`src/rtl/whack_pkg.sv`:
```
// Shared types and constants for the whack-a-mole game sequencer.
package whack_pkg;

  typedef enum logic [2:0] {
    IDLE,
    SPAWN,
    UP,
    FEEDBACK,
    OVER
  } state_e;

  localparam int POS_W = 3;
  localparam int BCD_W = 4;
  localparam logic [7:0] LFSR_SEED = 8'hA5;

  // Two-digit BCD increment that sticks at 99.
  function automatic logic [2*BCD_W-1:0] bcd_inc_sat(input logic [BCD_W-1:0] tens,
                                                     input logic [BCD_W-1:0] ones);
    logic [2*BCD_W-1:0] r;
    r = {tens, ones};
    if (tens == 4'd9 && ones == 4'd9) begin
      r = {tens, ones};
    end else if (ones == 4'd9) begin
      r = {tens + 4'd1, 4'd0};
    end else begin
      r = {tens, ones + 4'd1};
    end
    return r;
  endfunction

endpackage

```
`src/rtl/mole_lfsr.sv`:
```
// Free-running 8-bit Fibonacci LFSR, x^8+x^6+x^5+x^4+1, used to pick mole holes.
module mole_lfsr
  import whack_pkg::*;
(
  input  logic       clk,
  input  logic       rst,
  output logic [7:0] lfsr
);

  logic [7:0] lfsr_q;
  logic       fb;

  assign fb = lfsr_q[7] ^ lfsr_q[5] ^ lfsr_q[4] ^ lfsr_q[3];

  always_ff @(posedge clk or posedge rst) begin
    if (rst) begin
      lfsr_q <= LFSR_SEED;
    end else begin
      lfsr_q <= {lfsr_q[6:0], fb};
    end
  end

  assign lfsr = lfsr_q;

endmodule

```
`src/rtl/whack_game_ctrl.sv`:
```
// Whack-a-mole sequencer: spawns moles, times them on tick, judges guesses,
// keeps a saturating two-digit BCD score and stops after ROUNDS moles.
module whack_game_ctrl
  import whack_pkg::*;
#(
  parameter int NUM_HOLES      = 6,
  parameter int ROUNDS         = 20,
  parameter int MOLE_TICKS     = 8,
  parameter int FEEDBACK_TICKS = 4
) (
  input  logic             clk,
  input  logic             rst,
  input  logic             tick,
  input  logic             start,
  input  logic             guess_valid,
  input  logic [POS_W-1:0] guess_pos,
  output logic [POS_W-1:0] mole_position,
  output logic             guess_correct,
  output logic             guess_wrong,
  output logic             game_over,
  output logic [BCD_W-1:0] digit_1,
  output logic [BCD_W-1:0] digit_2
);

  localparam int TMR_MAX = (MOLE_TICKS > FEEDBACK_TICKS) ? MOLE_TICKS : FEEDBACK_TICKS;
  localparam int TMR_W   = $clog2(TMR_MAX + 1);
  localparam logic [TMR_W-1:0] MOLE_LOAD   = TMR_W'(MOLE_TICKS);
  localparam logic [TMR_W-1:0] FB_LOAD     = TMR_W'(FEEDBACK_TICKS);
  localparam logic [TMR_W-1:0] TMR_ONE     = TMR_W'(1);
  localparam logic [7:0]       ROUNDS_LOAD = 8'(ROUNDS);
  // One extra bit so NUM_HOLES=8 is representable in the hole arithmetic.
  localparam logic [POS_W:0]   HOLES       = (POS_W+1)'(NUM_HOLES);
  localparam logic [POS_W:0]   HOLE_ONE    = (POS_W+1)'(1);

  state_e             state_q, state_d;
  logic [TMR_W-1:0]   timer_q, timer_d;
  logic [7:0]         rounds_q, rounds_d;
  logic [POS_W-1:0]   mole_q, mole_d;
  logic               correct_q, correct_d;
  logic               wrong_q, wrong_d;
  logic               over_q, over_d;
  logic [BCD_W-1:0]   tens_q, tens_d;
  logic [BCD_W-1:0]   ones_q, ones_d;

  logic [7:0]         lfsr;
  logic               lfsr_unused;
  logic [POS_W:0]     pick_raw;
  logic [POS_W-1:0]   pick;
  logic [2*BCD_W-1:0] score_inc;

  mole_lfsr u_lfsr (
    .clk  (clk),
    .rst  (rst),
    .lfsr (lfsr)
  );

  assign lfsr_unused = ^lfsr[7:POS_W];

  // Fold the raw 3-bit draw into range, then step past the previous hole so
  // the same mole never appears twice in a row.
  always_comb begin
    pick_raw = {1'b0, lfsr[POS_W-1:0]};
    if (pick_raw >= HOLES) begin
      pick_raw = pick_raw - HOLES;
    end
    if (pick_raw[POS_W-1:0] == mole_q) begin
      pick_raw = ((pick_raw + HOLE_ONE) == HOLES) ? '0 : pick_raw + HOLE_ONE;
    end
    pick = pick_raw[POS_W-1:0];
  end

  always_comb begin
    state_d   = state_q;
    timer_d   = timer_q;
    rounds_d  = rounds_q;
    mole_d    = mole_q;
    correct_d = correct_q;
    wrong_d   = wrong_q;
    over_d    = over_q;
    tens_d    = tens_q;
    ones_d    = ones_q;
    score_inc = bcd_inc_sat(tens_q, ones_q);
    unique case (state_q)
      IDLE, OVER: begin
        if (start) begin
          tens_d   = '0;
          ones_d   = '0;
          over_d   = 1'b0;
          rounds_d = ROUNDS_LOAD;
          state_d  = SPAWN;
        end
      end
      SPAWN: begin
        mole_d   = pick;
        timer_d  = MOLE_LOAD;
        rounds_d = rounds_q - 8'd1;
        state_d  = UP;
      end
      UP: begin
        // A guess takes priority over a coincident expiring tick.
        if (guess_valid) begin
          if (guess_pos == mole_q) begin
            correct_d        = 1'b1;
            {tens_d, ones_d} = score_inc;
          end else begin
            wrong_d = 1'b1;
          end
          timer_d = FB_LOAD;
          state_d = FEEDBACK;
        end else if (tick) begin
          if (timer_q == TMR_ONE) begin
            wrong_d = 1'b1;
            timer_d = FB_LOAD;
            state_d = FEEDBACK;
          end else begin
            timer_d = timer_q - TMR_ONE;
          end
        end
      end
      FEEDBACK: begin
        if (tick) begin
          if (timer_q == TMR_ONE) begin
            correct_d = 1'b0;
            wrong_d   = 1'b0;
            if (rounds_q == 8'd0) begin
              over_d  = 1'b1;
              state_d = OVER;
            end else begin
              state_d = SPAWN;
            end
          end else begin
            timer_d = timer_q - TMR_ONE;
          end
        end
      end
      default: state_d = IDLE;
    endcase
  end

  always_ff @(posedge clk or posedge rst) begin
    if (rst) begin
      state_q   <= IDLE;
      timer_q   <= '0;
      rounds_q  <= '0;
      mole_q    <= '0;
      correct_q <= 1'b0;
      wrong_q   <= 1'b0;
      over_q    <= 1'b0;
      tens_q    <= '0;
      ones_q    <= '0;
    end else begin
      state_q   <= state_d;
      timer_q   <= timer_d;
      rounds_q  <= rounds_d;
      mole_q    <= mole_d;
      correct_q <= correct_d;
      wrong_q   <= wrong_d;
      over_q    <= over_d;
      tens_q    <= tens_d;
      ones_q    <= ones_d;
    end
  end

  assign mole_position = mole_q;
  assign guess_correct = correct_q;
  assign guess_wrong   = wrong_q;
  assign game_over     = over_q;
  assign digit_1       = tens_q;
  assign digit_2       = ones_q;

endmodule

```
`config.mk`:
```
export PLATFORM = sky130hd
export DESIGN_NAME = whack_game_ctrl
export DESIGN_NICKNAME = d
export VERILOG_FILES = /design/src/rtl/whack_pkg.sv /design/src/rtl/mole_lfsr.sv /design/src/rtl/whack_game_ctrl.sv
export SDC_FILE = /design/constraint.sdc
export NUM_CORES = 1
export LEC_CHECK = 0
export ABC_AREA = 0
export CAP_MARGIN = 15
export CORE_ASPECT_RATIO = 1.25
export CORE_MARGIN = 2
export CORE_UTILIZATION = 27
export CTS_CLUSTER_SIZE = 25
export DETAILED_ROUTE_END_ITERATION = 10
export DONT_BUFFER_PORTS = 1
export MAX_ROUTING_LAYER = met4
export SYNTH_ARGS = -nofsm -noshare
export SYNTH_HDL_FRONTEND = slang
export SYNTH_HIERARCHICAL = 1
export SYNTH_SLANG_ARGS = --single-unit
```
`constraint.sdc`:
```
create_clock -name clk -period 1.7 [get_ports clk]
set_input_delay 0.34 -clock clk [delete_from_list [all_inputs] [get_ports clk]]
set_output_delay 0.34 -clock clk [all_outputs]
set_load 0.1 [all_outputs]
```
==> results of run 1 <==
[state kept, by name, summed over array words and instances, names as in the netlist]
| name | flops |
|---|---|
| digit_1 | 4 |
| digit_2 | 4 |
| game_over | 1 |
| guess_correct | 1 |
| guess_wrong | 1 |
| mole_position | 3 |
| rounds_q | 8 |
| state_q | 3 |
| timer_q | 4 |
| u_lfsr/lfsr | 8 |
[cells in the mapped netlist (5+ instances only)]
master   count  area [um2]
nand3_1      6        30.0
nor3b_1      5        37.5
mux2i_1      5        50.1
nand2_1     23        86.3
inv_1       15        56.3
a21oi_1      6        30.0
o21ai_0     13        65.1
nor2_1       9        33.8
xor2_1       6        52.6
ha_1        10         125
dfrtp_1     33         826
[cell type report]
| cell class | instances | area share |
|---|---|---|
| Multi-Input combinational cell | 156 | 0.436 |
| Clock buffer | 6 | 0.0294 |
| Tap cell | 95 | 0.0424 |
| Clock inverter | 2 | 0.0134 |
| Timing Repair Buffer | 41 | 0.115 |
| Sequential cell | 37 | 0.343 |
| Inverter | 15 | 0.0201 |
[worst max-delay path, cell delays in order (launching register included)]
cell and delay, ns:
dfrtp_1 0.42, or3b_1 0.46, o32ai_4 0.37, nor3_2 0.08, a211o_1 0.22
[worst max path at each step]
stage | slack, ns | start | cells past startpoint | to
after detailed placement | 0.01 | digit_2[1] | 6 | digit_1[1]
final | 0.04 | state_q[2] | 4 | digit_1[1]
after CTS | -0.006 | mole_position[2] | 4 | digit_1[2]
after global placement | 0.03 | mole_position[2] | 4 | digit_1[2]
after global routing | -0.03 | state_q[0] | 4 | rounds_q[4]
after floorplan | -0.07 | mole_position[1] | 5 | digit_1[2]
[cells by family after synthesis]
group                    Yosys count
AND/OR/NAND/NOR                   81
AO/OA/AOI/OAI                     49
flip-flops                        37
buffers and inverters             22
XOR/XNOR                          10
adder cells (fa/ha/maj)           10
multiplexers                       6
[metrics by stage]
stage / worst slack, ns / instances / setup TNS (ns) / util / cell area (um2)
after floorplan: -0.0699 / 215 / -0.141 / - / 2220
after global placement: 0.0295 / 334 / 0 / 0.326 / 2540
after detailed placement: 0.0101 / 334 / 0 / 0.326 / 2540
after CTS: -0.00635 / 343 / -0.00635 / 0.342 / 2670
after global routing: -0.0298 / 352 / -0.0958 / 0.360 / 2810
final: 0.0398 / 352 / 0 / 0.360 / 2810
[power groups by stage]
stage	sequential [mW]	clock, mW	combinational (mW)
after detailed placement	1.28	0	1.49
after floorplan	1.71	0	0.684
after global routing	1.30	0.873	1.65
after CTS	1.27	0.839	1.49
final	1.27	0.822	1.51
after global placement	1.28	0	1.46
[per-layer routing]
layer / part of all wire / GRT usage / up-vias
met5: 0 / - / -
met2: 0.51 / 0.190 / 26
met3: 0.040 / 0.0317 / 9
met4: 0.017 / 0.0415 / 0
li1: - / - / 866
met1: 0.43 / 0.132 / 843
[timing repair]
action / CTS / global route
gates resized for setup: 0 / 14
hold endpoints to repair: 12 / 0
pin swaps: 0 / 7
buffers inserted: 0 / 9
setup endpoints to repair: 1 / 12
hold buffers: 1 / 0
==> run_results.csv, run 1 <==
group,metric,value,unit
run_status,status,"finished, final reports clean",
timing,max_freq,0.602,GHz
hold_path,min_to,"state_q[2]",
critical_path,cp_data_required_time,1.89,ns
critical_path,end_kind,"flip-flop",
timing,fin_crit,1.66,ns
clock_network,cts_tree,"built",
final_layout,multi_input_area,0.00122,mm2
logic_synthesis,ys_warn_count,6,
clock_network,htree_levels,2,
placed_design,portBuffers,0,
routing,routedWlPerCell,13.9,um
global_route,grt_pass1_vias,1710,
pwr,p_switching,1.51,mW
floorplanning,start_util,0.279,
clock_network,clk_pin_slew,0.08,ns
critical_path,worst-setup-path-type,"reg2reg",
logic_synthesis,synth_top_family_by_area,"simple AND/OR/NAND/NOR gates",
logic_synthesis,ys.flop_type,"dfrtp_1",
critical_path,crit_path_start_kind,"flip-flop",
clock_network,cts_root_buf,"clkbuf_8",
logic_synthesis,avgSynthCellArea,10.1,um2
timing,slew_headroom,0.612,
clock_network,cts_inserted_buffers,5,
final_layout,final_common_cell,"buf_4",
logic_synthesis,yosys.area_share.adder,0.0576,
final_layout,nFillCells,793,
job,cap_violations,0,
global_route,grt_max_degree,19,
final_layout,fin_nets,274,
pwr,p_per_area,1290,mW/mm2
hold_path,hp-class,"in2reg",
routing,drt_iter0_drc,97,
floorplanning,design.die.area,0.00878,mm2
logic_synthesis,synth.net_count,233,
logic_synthesis,synth-seq-area-share,0.429,
floorplanning,core,0.00779,mm2
pwr,power.internal,2.10,mW
logic_synthesis,netlist_instances,215,
critical_path,r2r-end,"digit_1[1]",
clock_network,cts_sinks,37,
pwr,pwr-share-seq,0.353,
pwr,irDropWorstVdd,0.808,mV
routing,dr.pass1.iters,6,
pwr,pwr-share-clk,0.228,
clock_network,clk_latency,0.30,ns
floorplanning,die_h,104,um
timing,rsz0062_at_grt,"yes",
logic_synthesis,synth_xor_area_frac,0.0403,
clock_network,cts_buffer_depth,2,
floorplanning,die_width,84.2,um
floorplanning,ioPinCount,22,
logic_synthesis,syn_area,0.00217,mm2
hold_path,min_path_cells,2,
floorplanning,row_count,36,
routing,vias,1744,
logic_synthesis,ys_seq_elements,37,
global_route,antenna_found_initial,0,
final_layout,final_cell_mix,"39 x buf_4, 23 x nand2_1, 21 x dfrtp_1",
routing,ant_nets,0,
logic_synthesis,synth.distinct_cells,61,
final_layout,diodes,0,
final_layout,area_delta_synth_final,29.2,%
routing,drc,0,
logic_synthesis,synth-edff-count,0,
critical_path,crit_fanout,5,
final_layout,regArea,963,um2
timing,drv_slew,0,
routing,routed_via_density,4.95,
logic_synthesis,synth_simple_gate_area_frac,0.232,
pwr,comb_power_share,0.419,
global_route,grt_pass1_wl,7.94,mm
placed_design,place_congestion,0.764,
routing,routed_wl,4.91,mm
final_layout,final_layout_size_suffix_gt1_frac,0.346,
logic_synthesis,synthMuxAreaShare,0.0282,
critical_path,cp.arrival,1.85,ns
global_route,grtUsageTotal,0.115,
pwr,p_sw_frac,0.417,
pwr,p_total,3.61,mW
timing,skew,0.00870,ns
logic_synthesis,async_reset_ff_frac,1.00,
timing,timing.final.hold_violations,0,
critical_path,r2r_cells,4,
logic_synthesis,synth_compound_gate_area_share,0.166,
placed_design,hpwl,3.49,mm
timing,fin_hold_ws,0.205,ns
timing,worst_pin_slew,0.581,ns
timing,post-route-period-util,0.977,
critical_path,r2r_start,"state_q[2]",
timing,setup_viol_count_final,0,
hold_path,worstHoldStart,"start",
pwr,p_leak,1.20,nW
global_route,gr-total-overflow,0,
critical_path,regToRegSetupSlack,0.04,ns
Power figures use the tool's default switching activity.
==> inputs of run 2 (changes only) <==
- clock period: 1.7 -> 1.75 ns (I/O delays scaled with it)
==> run_results.csv, run 2 (synthesis results as in run 1) <==
group,metric,value,unit
run_status,status,"finished, final reports clean",
timing,skew,0.00400,ns
floorplanning,row_count,36,
placed_design,placed_area,0.00250,mm2
critical_path,cp.arrival,1.85,ns
floorplanning,ioPinCount,22,
clock_network,cts_sinks,37,
routing,routed_wl,4.73,mm
clock_network,cts_buffer_depth,2,
placed_design,portBuffers,0,
timing,timing.final.hold_violations,0,
pwr,p_leak,1.15,nW
clock_network,cts_inserted_buffers,5,
global_route,grtUsageTotal,0.122,
routing,drc,0,
routing,dr.pass1.iters,4,
timing,setup_viol_count_final,0,
floorplanning,die_width,84.2,um
final_layout,final_cell_mix,"30 x buf_4, 23 x nand2_1, 21 x dfrtp_1",
critical_path,crit_fanout,4,
global_route,gr-total-overflow,0,
timing,max_freq,0.598,GHz
routing,vias,1716,
floorplanning,start_util,0.279,
final_layout,diodes,0,
critical_path,worst-setup-path-type,"reg2reg",
routing,ant_nets,0,
final_layout,instances_no_fill,342,
hold_path,hp-class,"in2async",
global_route,antenna_found_initial,0,
final_layout,final_layout_size_suffix_gt1_frac,0.300,
timing,drv_slew,0,
final_layout,area_delta_synth_final,23.6,%
critical_path,crit_path_start_kind,"flip-flop",
timing,post-route-period-util,0.956,
global_route,grt_pass1_vias,1799,
pwr,p_per_area,1320,mW/mm2
clock_network,clk_pin_slew,0.07,ns
timing,slew_headroom,0.744,
critical_path,cp_data_required_time,1.92,ns
routing,routedWlPerCell,13.8,um
floorplanning,design.die.area,0.00878,mm2
final_layout,final_common_cell,"buf_4",
final_layout,fin_nets,264,
global_route,grt_max_degree,30,
timing,fin_crit,1.67,ns
timing,worst_pin_slew,0.385,ns
placed_design,dp_cells,331,
pwr,irDropWorstVdd,0.489,mV
clock_network,htree_levels,2,
placed_design,place_congestion,0.821,
timing,rsz0062_at_grt,"yes",
routing,drt_iter0_drc,95,
global_route,grt_pass1_wl,8.51,mm
pwr,p_total,3.55,mW
routing,routed_via_density,5.02,
clock_network,cts_root_buf,"clkbuf_8",
clock_network,clk_latency,0.29,ns
final_layout,finish.instance_area,0.00269,mm2
critical_path,end_kind,"flip-flop",
job,cap_violations,0,
floorplanning,die_h,104,um
timing,finalSetupTns,0,ns
placed_design,hpwl,3.48,mm
floorplanning,core,0.00779,mm2
clock_network,cts_tree,"built",
[run 2: worst max-delay path, cell delays in order, from the launching register on]
cell,delay [ns]
dfrtp_1,0.40
ha_1,0.21
nor3b_1,0.14
o221ai_1,0.26
and2_4,0.23
mux2_2,0.33
[run 2: cell type report]
| cell class | count | area [um2] |
|---|---|---|
| sequential | 37 | 963 |
| clock buffer | 5 | 68.8 |
| multi-input combinational | 156 | 1180 |
| timing repair buffer | 31 | 235 |
| clock inverter | 3 | 65.1 |
| fill | 798 | 5110 |
| tap | 95 | 119 |
| inverter | 15 | 56.3 |
[run 2: final timing paths]
path / startpoint / to / slack [ns] / cells after the start
setup / recovery: timer_q[0] / timer_q[1] / 0.08 / 5
hold / removal: rst / rounds_q[0] / 0.02 / 2
setup reg to reg: timer_q[0] / timer_q[1] / 0.08 / 5
hold reg to reg: u_lfsr/lfsr[6] / u_lfsr/lfsr[7] / 0.36 / 0
max in group asynchronous: rst / u_lfsr/lfsr[0] / 1.03 / 2
min in group clk: start / state_q[2] / 0.24 / 2
[run 2: per-layer routing]
metal	part of all wire	up-vias	global-route usage	wire, um
met5	0	-	-	0
met4	0.018	0	0.0507	83
met3	0.039	9	0.0294	183
met2	0.52	22	0.199	2470
met1	0.42	835	0.142	1990
li1	-	850	-	-
[run 2: through the flow]
stage / utilization / hold slack (ns) / worst slack, ns
after floorplan: - / 0.163 / -0.0207
after global placement: 0.321 / 0.197 / 0.0594
after detailed placement: 0.321 / 0.198 / 0.0647
after CTS: 0.340 / 0.0343 / 0.0486
after global routing: 0.345 / 0.0565 / -0.0545
final: 0.345 / 0.0157 / 0.0768
[run 2: repair_timing]
action,CTS,global route
buffers inserted,0,2
setup endpoints to repair,0,4
gates resized for setup,0,7
hold buffers,1,0
hold endpoints to repair,4,0
[run 2: where the power goes]
part	internal, mW	switching [mW]
Sequential	1.05	0.183
Combinational	0.508	0.929
Clock	0.566	0.309
Total	2.13	1.42
